### config.mk
export PLATFORM = sky130hd
export DESIGN_NAME = edge_bbox_stats
export DESIGN_NICKNAME = d
export VERILOG_FILES = /design/src/rtl/edge_bbox_stats.sv
export SDC_FILE = /design/constraint.sdc
export NUM_CORES = 1
export LEC_CHECK = 0
export BUFFER_PORTS_ARGS = -buffer_cell sky130_fd_sc_hd__clkbuf_2
export CORE_MARGIN = 4
export CORE_UTILIZATION = 30
export DETAILED_ROUTE_END_ITERATION = 12
export PLACE_DENSITY_LB_ADDON = 0.08
export SKIP_CTS_REPAIR_TIMING = 1
export SKIP_LAST_GASP = 1
export SLEW_MARGIN = 10
export SYNTH_ARGS = -nofsm -noshare
export SYNTH_HDL_FRONTEND = slang
export SYNTH_SLANG_ARGS = --single-unit
export TNS_END_PERCENT = 50
### constraint.sdc
create_clock -name clk -period 2.2 [get_ports clk]
set_input_delay 0.11 -clock clk [delete_from_list [all_inputs] [get_ports clk]]
set_output_delay 0.11 -clock clk [all_outputs]
set_load 0.05 [all_outputs]
### src/rtl/edge_bbox_stats.sv
// Per-frame edge-pixel count and bounding box on the binary Sobel stream.
// Optional ROI gating is built when EDGE_BBOX_ROI_EN is defined.
module edge_bbox_stats #(
  parameter logic [15:0] IMG_HDISP = 16'd640,
  parameter logic [15:0] IMG_VDISP = 16'd480,
  parameter int unsigned CNT_W     = 20,
  parameter logic [15:0] ROI_X0    = 16'd0,
  parameter logic [15:0] ROI_X1    = 16'd639,
  parameter logic [15:0] ROI_Y0    = 16'd0,
  parameter logic [15:0] ROI_Y1    = 16'd479
) (
  input  logic             clk,
  input  logic             rst_n,
  input  logic             per_frame_vsync,
  input  logic             per_frame_href,
  input  logic             per_frame_clken,
  input  logic             per_img_Bit,
  output logic             frame_done,
  output logic             bbox_valid,
  output logic [15:0]      bbox_xmin,
  output logic [15:0]      bbox_xmax,
  output logic [15:0]      bbox_ymin,
  output logic [15:0]      bbox_ymax,
  output logic [CNT_W-1:0] edge_count,
  output logic             frame_err
);

  typedef enum logic [1:0] {WAIT_SOF, ACTIVE, LATCH} state_t;

  state_t state, state_next;

  logic             vsync_d;
  logic             href_d;
  logic             vsync_rise;
  logic             href_fall;
  logic             pix;
  logic             hit;
  logic [15:0]      x_cnt;
  logic [15:0]      y_cnt;
  logic             valid_w;
  logic [15:0]      xmin_w, xmax_w, ymin_w, ymax_w;
  logic [CNT_W-1:0] cnt_w;
  logic             err_w;

  assign vsync_rise = per_frame_vsync & ~vsync_d;
  assign href_fall  = href_d & ~per_frame_href;
  assign pix        = (state == ACTIVE) & per_frame_vsync & per_frame_href & per_frame_clken;

`ifdef EDGE_BBOX_ROI_EN
  logic in_roi;
  assign in_roi = (x_cnt >= ROI_X0) && (x_cnt <= ROI_X1) &&
                  (y_cnt >= ROI_Y0) && (y_cnt <= ROI_Y1);
  assign hit    = pix & per_img_Bit & in_roi;
`else
  assign hit    = pix & per_img_Bit;
`endif

  // vsync_d resets high so a reset released mid-frame cannot look like a SOF.
  always_ff @(posedge clk or negedge rst_n) begin
    if (!rst_n) begin
      vsync_d <= 1'b1;
      href_d  <= 1'b0;
      state   <= WAIT_SOF;
    end else begin
      vsync_d <= per_frame_vsync;
      href_d  <= per_frame_href;
      state   <= state_next;
    end
  end

  always_comb begin
    state_next = state;
    case (state)
      WAIT_SOF: if (vsync_rise) state_next = ACTIVE;
      ACTIVE:   if (!per_frame_vsync) state_next = LATCH;
      LATCH:    state_next = WAIT_SOF;
      default:  state_next = WAIT_SOF;
    endcase
  end

  always_ff @(posedge clk or negedge rst_n) begin
    if (!rst_n) begin
      x_cnt   <= '0;
      y_cnt   <= '0;
      valid_w <= 1'b0;
      xmin_w  <= '0;
      xmax_w  <= '0;
      ymin_w  <= '0;
      ymax_w  <= '0;
      cnt_w   <= '0;
      err_w   <= 1'b0;
    end else if (state == LATCH || (state == WAIT_SOF && vsync_rise)) begin
      x_cnt   <= '0;
      y_cnt   <= '0;
      valid_w <= 1'b0;
      xmin_w  <= '0;
      xmax_w  <= '0;
      ymin_w  <= '0;
      ymax_w  <= '0;
      cnt_w   <= '0;
      err_w   <= 1'b0;
    end else if (state == ACTIVE) begin
      if (pix) x_cnt <= x_cnt + 16'd1;
      if (hit) begin
        valid_w <= 1'b1;
        if (!valid_w) begin
          xmin_w <= x_cnt;
          xmax_w <= x_cnt;
          ymin_w <= y_cnt;
          ymax_w <= y_cnt;
        end else begin
          if (x_cnt < xmin_w) xmin_w <= x_cnt;
          if (x_cnt > xmax_w) xmax_w <= x_cnt;
          if (y_cnt < ymin_w) ymin_w <= y_cnt;
          if (y_cnt > ymax_w) ymax_w <= y_cnt;
        end
        if (cnt_w != '1) cnt_w <= cnt_w + 1'b1;
      end
      if (per_frame_vsync && href_fall) begin
        if (x_cnt != IMG_HDISP) err_w <= 1'b1;
        x_cnt <= '0;
        y_cnt <= y_cnt + 16'd1;
      end
      if (!per_frame_vsync && (y_cnt != IMG_VDISP || per_frame_href)) err_w <= 1'b1;
    end
  end

  always_ff @(posedge clk or negedge rst_n) begin
    if (!rst_n) begin
      frame_done <= 1'b0;
      bbox_valid <= 1'b0;
      bbox_xmin  <= '0;
      bbox_xmax  <= '0;
      bbox_ymin  <= '0;
      bbox_ymax  <= '0;
      edge_count <= '0;
      frame_err  <= 1'b0;
    end else begin
      frame_done <= (state == LATCH);
      if (state == LATCH) begin
        bbox_valid <= valid_w;
        bbox_xmin  <= xmin_w;
        bbox_xmax  <= xmax_w;
        bbox_ymin  <= ymin_w;
        bbox_ymax  <= ymax_w;
        edge_count <= cnt_w;
        frame_err  <= err_w;
      end
    end
  end

endmodule
# Word-level counts from Yosys, hierarchy flattened
# Index checks and enable logic that the tools add are counted.
word_totals:
  reg_bits: 209
  output_inout_bits: 87
  wordCells: 112
classes:
  addsub: 3
  order_cmp: 4
  eq_ne: 11
  muxes: 42
  n_bitwise: 8
  n_reduce_logical: 24
op_table:
  columns: ["operator", "n"]
  rows:
  - ["$mux 16", 27]
  - ["$mux 20", 4]
  - ["$add 16x1->16 const B", 2]
  - ["$gt 16x16->1", 2]
  - ["$lt 16x16->1", 2]
  - ["$add 20x1->20 const B", 1]
  - ["$ne 20x20->1 const B", 1]
  - ["$reduce_and 3->1", 6]
  - ["$ne 16x10->1 const B", 1]
  - ["$ne 16x9->1 const B", 1]
  - ["$ne 3x1->1 const B", 4]
  - ["$reduce_bool 3->1", 3]
  - ["$mux 1", 8]
  - ["$reduce_and 2->1", 4]
  - ["$reduce_bool 2->1", 4]
  - ["$and 1x1->1", 6]
  - ["$mux 2", 2]
  - ["$ne 2x2->1 const B", 2]
  - ["$pmux 2 s2", 1]
  - ["$logic_and 1x1->1", 3]
  - ["$eq 2x1->1 const B", 1]
  - ["$eq 2x2->1 const B", 1]
  - ["$logic_not 2->1", 1]
  - ["$logic_or 1x1->1", 2]
  - ["2 further kinds", 3]

# Depth between registers and ports, before layout
# Gate-level depths: netlist of the first run.
depth:
  depth_word: 8
  mapped_depth: 10
  depth_no_buf: 8

# Worst setup path after synthesis of the first run
# No wires, ideal clock.
synth_timing:
  path_kind: "reg-to-reg"
  start: "register x_cnt[11]"
  end: "register xmax_w[10]"
  arrival_time_ps: 2139
  setup_slack_ps: -64
  path_stages_with_launch: 8
  path_buffers: 1
  period_less_slack_ps: 2264
  cell_sequence: "dfrtp_1 -> ha_1 -> nand4_1 -> nor3_1 -> a2111oi_2 -> a21oi_2 -> buf_2 -> mux2_2"
synth_between:
  elab_chain_cells: 3
synth_rtl:
  columns: ["element", "line_no", "source"]
  rows:
  - ["start: declaration", "38", "logic [15:0] x_cnt;"]
  - ["start signal: assignment", "103", "if (pix) x_cnt <= x_cnt + 16'd1;"]
  - ["$gt 16x16->1", "113", "if (x_cnt > xmax_w) xmax_w <= x_cnt;"]
  - ["$ne 3x1->1 (no line)", null, null]
  - ["$reduce_and 3->1 (no line)", null, null]
  - ["end signal: assignment", "108", "xmax_w <= x_cnt;"]
  - ["end signal: assignment", "113", null]
  - ["end: declaration", "41", "logic [15:0] xmin_w, xmax_w, ymin_w, ymax_w;"]
# No other way between the ends.
# A chain may end at the register's enable or synchronous reset.

# Worst setup path after layout of the first run
layout_timing:
  start: "register y_cnt[12]"
  end: "register ymin_w[8]"
layout_between:
  elab_chain_cells: 3
layout_rtl:
  columns: ["element", "line_no", "source"]
  rows:
  - ["start: declaration", "39", "logic [15:0] y_cnt;"]
  - ["start signal: assignment", "122", "y_cnt <= y_cnt + 16'd1;"]
  - ["$lt 16x16->1", "114", "if (y_cnt < ymin_w) ymin_w <= y_cnt;"]
  - ["$ne 3x1->1 (no line)", null, null]
  - ["$reduce_and 3->1 (no line)", null, null]
  - ["end signal: assignment", "109", "ymin_w <= y_cnt;"]
  - ["end signal: assignment", "114", null]
  - ["end: declaration", "41", null]
# No other way between the ends.

==> results.toml, run 1 <==
[global_routing]
grt_max_degree = 148
grt-ovfl-total = 0
grt_usage = 0.150
grt_pass1_vias = 8021
grt_pass1_wl_mm = 44.4
antenna_found_initial = 0

[finish]
insertedDiodeCount = 0
finalNetCount = 1307
drive_above_1_share = 0.311
utilization = 0.405
regArea_sq_um = 5240
fin_area_sq_um = 13600
syn_to_final_growth_pct = 32.9
multi_input_area_sq_um = 4860
fill_cells = 3410

[route]
drt-total-wl_mm = 28.0
route.detailed.drc = 0
viasPerCell = 4.55
dr.pass1.iters = 4
routedWlPerCell_microns = 16.5
vias = 7731
antenna_left = 0
drtIter0Drc = 234

[die]
start_util = 0.305
std_cell_rows = 67
design.die.area_sq_um = 37100
io_pins = 93
die_w_microns = 192
coreArea_sq_um = 33500
die_y_microns = 192

[timing]
fin_worst_skew_ps = 8.81
fmax_mhz = 400
rsz0062_at_grt = "yes"
tightestPinTransition_ps = 638
worst_slack_ps = -300
drv_slew = 0
finalSetupViolCount = 64
period_needed_ps = 2500
fin_crit_sh = 1.14
whs_ps = 70.4
report.final.hold_viol_count = 0
maxSlewHeadroom = 0.575

[power]
power_leakage_nw = 6.69
powerDensity_nw_per_um2 = 711
ir_drop_mv = 0.493
p_total_mw = 9.65

[worst_setup_path]
startpoint_type = "register"
r2r_slack_ps = -300
crit_arrival_ps = 2900
required_ps = 2600
r2r_end = "ymin_w[8]"
cp_slowest_cell = "or3_4"
path_cells = "buf_6, ha_1, nand4_1, or3_4, a31oi_4, clkbuf_16, mux2_2"
path_class = "register to register"
r2r_start = "y_cnt[12]"
critPathCaptureType = "register"
reg2regPathDepth = 7
path_max_fanout = 8
critPathMaxStageDelay_ps = 480
crit_buf_inv = 2
cp_top_family = "simple AND/OR/NAND/NOR gates"

[synth]
synth_edf_count = 0
ys.flop_type = "dfrtp_1"
yosysWarnings = 0
yosysTopAreaCell = "dfrtp_1"
syn_area_per_cell_sq_um = 10.2
netlist_top_cells_area = "dfrtp_1 (51%), ha_1 (8.2%), nand2_1 (6.2%)"
post_synth_instance_area_sq_um = 10200
synth_cell_types = 55
synth_top_area_share = 0.510
synth-seq-cells = 209
async_reset_ff_frac = 1.00
syn-num-nets = 1073
postSynthCellCount = 1000
ys_seq_area_frac = 0.512

[clock_tree]
clkSinkCount = 209
clock_latency_ps = 520
clk_pin_slew_ps = 60
root_buffer = "clkbuf_16"
cts_tree = "yes"
numCtsBuffers = 25
cts_buffer_depth = 3
h-tree-depth = 1

[placement]
preCtsSetupSlack_ps = -577
placedInstanceArea_sq_um = 12200
gp_congestion = 0.769
place_hpwl_mm = 19.4
portBuffers = 92

[job]
maxCapViolations = 0

[min_path]
min_from = "per_frame_clken"
hp-class = "input port to register"
whs_endpoint = "x_cnt[0]"
hold_path_depth = 4

[status]
violations = "setup timing"
status = "finished with violations"
## cell families (layout without fill, tap and decap cells)
| group | Yosys count | count (layout) | synth area share |
|---|---|---|---|
| buffers and inverters | 108 | 360 | 0.0434 |
| AOI/OAI and AO/OA | 146 | 146 | 0.0855 |
| DFF | 209 | 209 | 0.512 |
| and+or+nand+nor | 364 | 364 | 0.166 |
| muxes | 68 | 68 | 0.0781 |
| xor gates and xnor gates | 38 | 38 | 0.0326 |
| adders and majority gates | 67 | 67 | 0.0821 |
## cell usage after synthesis (3+ instances only)
library cell and n:
mux2i_1 5, dfrtp_1 208, buf_1 8, mux2_2 53, inv_1 72, nor3_1 9, nor2_1 56, nand2_1 169
o21ai_0 81, and2_1 28, nor2b_1 4, xnor2_1 12, a21oi_1 29, or3_1 3, a2111oi_2 3, nor4_1 5
clkbuf_1 21, nand4_1 25, a31oi_1 3, nand3_1 32, and4_1 5, a21o_1 12, ha_1 67, mux2_4 10
xor2_1 26, and3_1 12, nand2b_1 6, o21bai_1 3
## layer usage
layer	vias up	wire, microns	global-route usage
met3	41	891	0.0233
met2	96	13400	0.255
met1	3732	13100	0.203
met5	-	0	0
li1	3862	-	-
met4	0	609	0.0357
## power breakdown
part / internal [mW] / leakage (nW) / total, mW / switching, mW
clock network: 2.71 / 0.432 / 4.40 / 1.68
registers: 3.95 / 2.88 / 4.02 / 0.0685
logic: 0.455 / 3.38 / 1.23 / 0.775
total: 7.12 / 6.69 / 9.65 / 2.53
## final cells by class
type / instances / area share
clock buffer: 33 / 0.0520
clock inverter: 12 / 0.0120
inverter: 73 / 0.0202
multi-input combinational: 683 / 0.358
sequential: 209 / 0.386
tap: 448 / 0.0413
timing repair buffer: 242 / 0.131
## per-stage QoR
step	TNS, ps	cells
floorplan	-135	1000
global route	-14940	1700
finish	-8800	1700
CTS	-18890	1680
global placement	-16560	1635
detailed placement	-18030	1635
## cells in the final DEF, fill, tap and decap left out, types with 4 or more instances in the layout
master,instances
inv_1,71
clkbuf_16,27
buf_4,127
a21oi_1,25
buf_12,8
clkinv_2,7
nor2b_1,4
mux2_4,22
o21ai_0,80
xor2_1,26
dfrtp_2,5
nand4_1,25
nand2b_1,5
ha_4,14
a21oi_2,5
a21o_1,12
and4_1,5
buf_6,10
nand2_1,169
nor4_1,4
nand3_1,32
and3_1,12
nor3_1,7
xnor2_1,12
mux2i_1,5
mux2_2,41
ha_1,53
clkbuf_2,91
nor2_1,56
bufinv_16,4
dfrtp_1,203
and2_1,28
clkbuf_8,5
## worst register-to-register path, cell delays in order (launching register included)
cell and delay (ps):
dfrtp_1 390, buf_6 140, ha_1 270, nand4_1 250, or3_4 480, a31oi_4 300
clkbuf_16 220, mux2_2 320
## worst max-delay path by stage
stage               startpoint          to  slack, ps  depth (start not counted)
global placement    ymax_w[14]   ymax_w[1]       -560                          8
finish               y_cnt[12]   ymin_w[8]       -300                          7
global route         y_cnt[12]  ymin_w[13]       -370                          7
CTS                 ymax_w[14]  ymax_w[10]       -590                          7
detailed placement  ymax_w[14]  ymax_w[10]       -580                          8
floorplan            y_cnt[13]  ymin_w[10]        -20                          7
## state kept, by name (all words and copies together), names as in the netlist, 2 cells and up
register    count
ymax_w         16
cnt_w          20
edge_count     20
bbox_ymax      16
bbox_ymin      16
x_cnt          16
state           2
xmax_w         16
xmin_w         16
bbox_xmin      16
bbox_xmax      16
ymin_w         16
y_cnt          16
Power figures use the tool's default switching activity.
==> run 2, diff against run 1 <==
- ABC_AREA: unset -> 1
==> run 2 against run 1 <==
  * The flow now finishes without violations
  * Setup slack improved by 490 ps
  * Hold slack improved by 26 ps
  * Via count is 15% higher
  * Synthesized cell count increased by 33%
  * Final cell count is 13% higher
  * Routed wire length up 10%
  * Critical endpoint is now cnt_w[5]
  * Largest power group is now registers
  * Highest routed layer unchanged
==> results.toml, run 2 <==
[status]
status = "completed"

[worst_setup_path]
critPathMaxStageDelay_ps = 450
path_max_fanout = 17
reg2regPathDepth = 11
path_class = "register to register"
crit_arrival_ps = 2430
required_ps = 2620
crit_buf_inv = 4
r2r_start = "state[1]"
r2r_slack_ps = 190
critPathCaptureType = "register"
cp_slowest_cell = "dfrtp_1"
r2r_end = "cnt_w[5]"
path_cells = "inv_2, nand2_2, inv_2, nand4_4, inv_2, nand2_2, nand2_4, nand2_4, inv_2, nand2_1, o21a_1"
cpMostUsedCell = "inv_2"
cp_top_family = "simple AND/OR/NAND/NOR gates"
startpoint_type = "register"

[finish]
mostFrequentLayoutCells = "nand2_1 (405), dfrtp_1 (208), inv_1 (146), o21ai_0 (123), nand3_1 (108)"
fill_cells = 3750
mostFrequentLayoutCell = "nand2_1"
syn_to_final_growth_pct = 18.4
insertedDiodeCount = 0
reg_top3 = "cnt_w x20, edge_count x20"
drive_above_1_share = 0.137
finalNetCount = 1519
multi_input_area_sq_um = 4700
regArea_sq_um = 5230

[power]
swShare = 0.333
p_clk_frac = 0.393
ir_drop_mv = 0.619
power_frac_comb = 0.199
powerDensity_nw_per_um2 = 826
p_int_mw = 7.04
p_total_mw = 10.6
seqPwrFrac = 0.407
switchingPower_mw = 3.51
power_leakage_nw = 6.38

[clock_tree]
cts_tree = "yes"
cts_buffer_depth = 3
root_buffer = "clkbuf_16"
clk_pin_slew_ps = 60
numCtsBuffers = 26
h-tree-depth = 1
clock_latency_ps = 530
clkSinkCount = 209

[die]
io_pins = 93
die_y_microns = 198
coreArea_sq_um = 35500
die_w_microns = 198
design.die.area_sq_um = 39000
std_cell_rows = 69
start_util = 0.304

[synth]
syn-num-nets = 1405
yosysTopAreaCell = "dfrtp_1"
netlist_top_cells_area = "dfrtp_1 (48%), nand2_1 (14%), ha_1 (7.8%)"
postSynthCellCount = 1332
ys.flop_type = "dfrtp_1"
synth-seq-cells = 209
synth_edf_count = 0
synth_cell_types = 35
post_synth_instance_area_sq_um = 10800
synthTopCellsByCount = "nand2_1 (406), dfrtp_1 (208), inv_1 (146)"
ys_seq_area_frac = 0.485
yosysWarnings = 0
synth_top_area_share = 0.483
post-synth-top-count-cell = "nand2_1"
async_reset_ff_frac = 1.00
syn_area_per_cell_sq_um = 8.10

[timing]
period_needed_ps = 2010
finalSetupViolCount = 0
tightestPinTransition_ps = 513
worst_slack_ps = 191
fin_crit_sh = 0.913
report.final.hold_viol_count = 0
rsz0062_at_grt = "no"
maxSlewHeadroom = 0.658
drv_slew = 0
whs_ps = 96.5
fin_tns_setup_ps = 0
fin_worst_skew_ps = 16.2
fmax_mhz = 498

[min_path]
whs_endpoint = "x_cnt[6]"
min_from = "per_frame_clken"
hp-class = "input port to register"
hold_path_depth = 4

[global_routing]
grt_pass1_vias = 8901
grt_usage = 0.158
grt_max_degree = 114
antenna_found_initial = 0
grt-ovfl-total = 0
grt_pass1_wl_mm = 50.2

[route]
vias = 8883
viasPerCell = 4.61
dr.pass1.iters = 5
drtIter0Drc = 480
drt-total-wl_mm = 30.8
route.detailed.drc = 0
routedWlPerCell_microns = 16.0
antenna_left = 0

[placement]
place_hpwl_mm = 22.8
portBuffers = 92
gp_congestion = 0.838
preCtsSetupSlack_ps = 184

[job]
maxCapViolations = 0
==> run 2: cell type report <==
cell class | instances | share of cell area
Clock inverter | 7 | 0.00304
Multi-Input combinational cell | 924 | 0.368
Timing Repair Buffer | 132 | 0.0670
Tap cell | 461 | 0.0452
Clock buffer | 41 | 0.0617
Sequential cell | 209 | 0.410
Inverter | 153 | 0.0450
==> run 2: per-stage QoR <==
step / instance area (sq um) / instances / util
finish: 12800 / 1927 / 0.360
global route: 12800 / 1927 / 0.360
CTS: 12700 / 1923 / 0.358
detailed placement: 11900 / 1875 / 0.335
global placement: 11900 / 1875 / 0.335
floorplan: 10800 / 1332 / -
==> run 2: logic make-up after synthesis <==
| kind of cell | share of synthesized area |
|---|---|
| xor gates and xnor gates | 0.00325 |
| DFF | 0.485 |
| AOI/OAI and AO/OA | 0.0911 |
| and+or+nand+nor | 0.262 |
| adders and majority gates | 0.0777 |
| buffers and inverters | 0.0804 |
==> run 2: metal layers <==
layer | global-route usage | routed length, microns | vias to the layer above
met5 | 0 | 0 | -
li1 | - | - | 4543
met2 | 0.246 | 13500 | 157
met3 | 0.0194 | 1170 | 40
met1 | 0.237 | 15500 | 4143
met4 | 0.0339 | 565 | 0
==> run 2: power groups by stage <==
stage	registers, mW	clock network, mW	logic (mW)
floorplan	5.07	0	0.777
global placement	4.37	0	2.15
detailed placement	4.37	0	2.15
CTS	4.31	4.32	2.16
global route	4.34	4.46	2.30
finish	4.30	4.15	2.10
==> run 2: worst register-to-register path, cell delays in order, from the launching register on <==
cell,delay (ps)
dfrtp_1,450
inv_2,100
nand2_2,80
inv_2,80
nand4_4,130
inv_2,140
nand2_2,80
nand2_4,310
nand2_4,190
inv_2,180
nand2_1,70
o21a_1,100
==> run 2: how the worst max path moves through the flow <==
stage,startpoint,endpoint,slack (ps),cells after the start
after floorplan,x_cnt[5],xmin_w[10],480,12
after global placement,y_cnt[5],ymin_w[10],190,11
after detailed placement,y_cnt[5],ymin_w[13],180,11
after CTS,y_cnt[5],ymin_w[11],160,11
after global routing,x_cnt[1],x_cnt[12],10,10
final,state[1],cnt_w[5],190,11
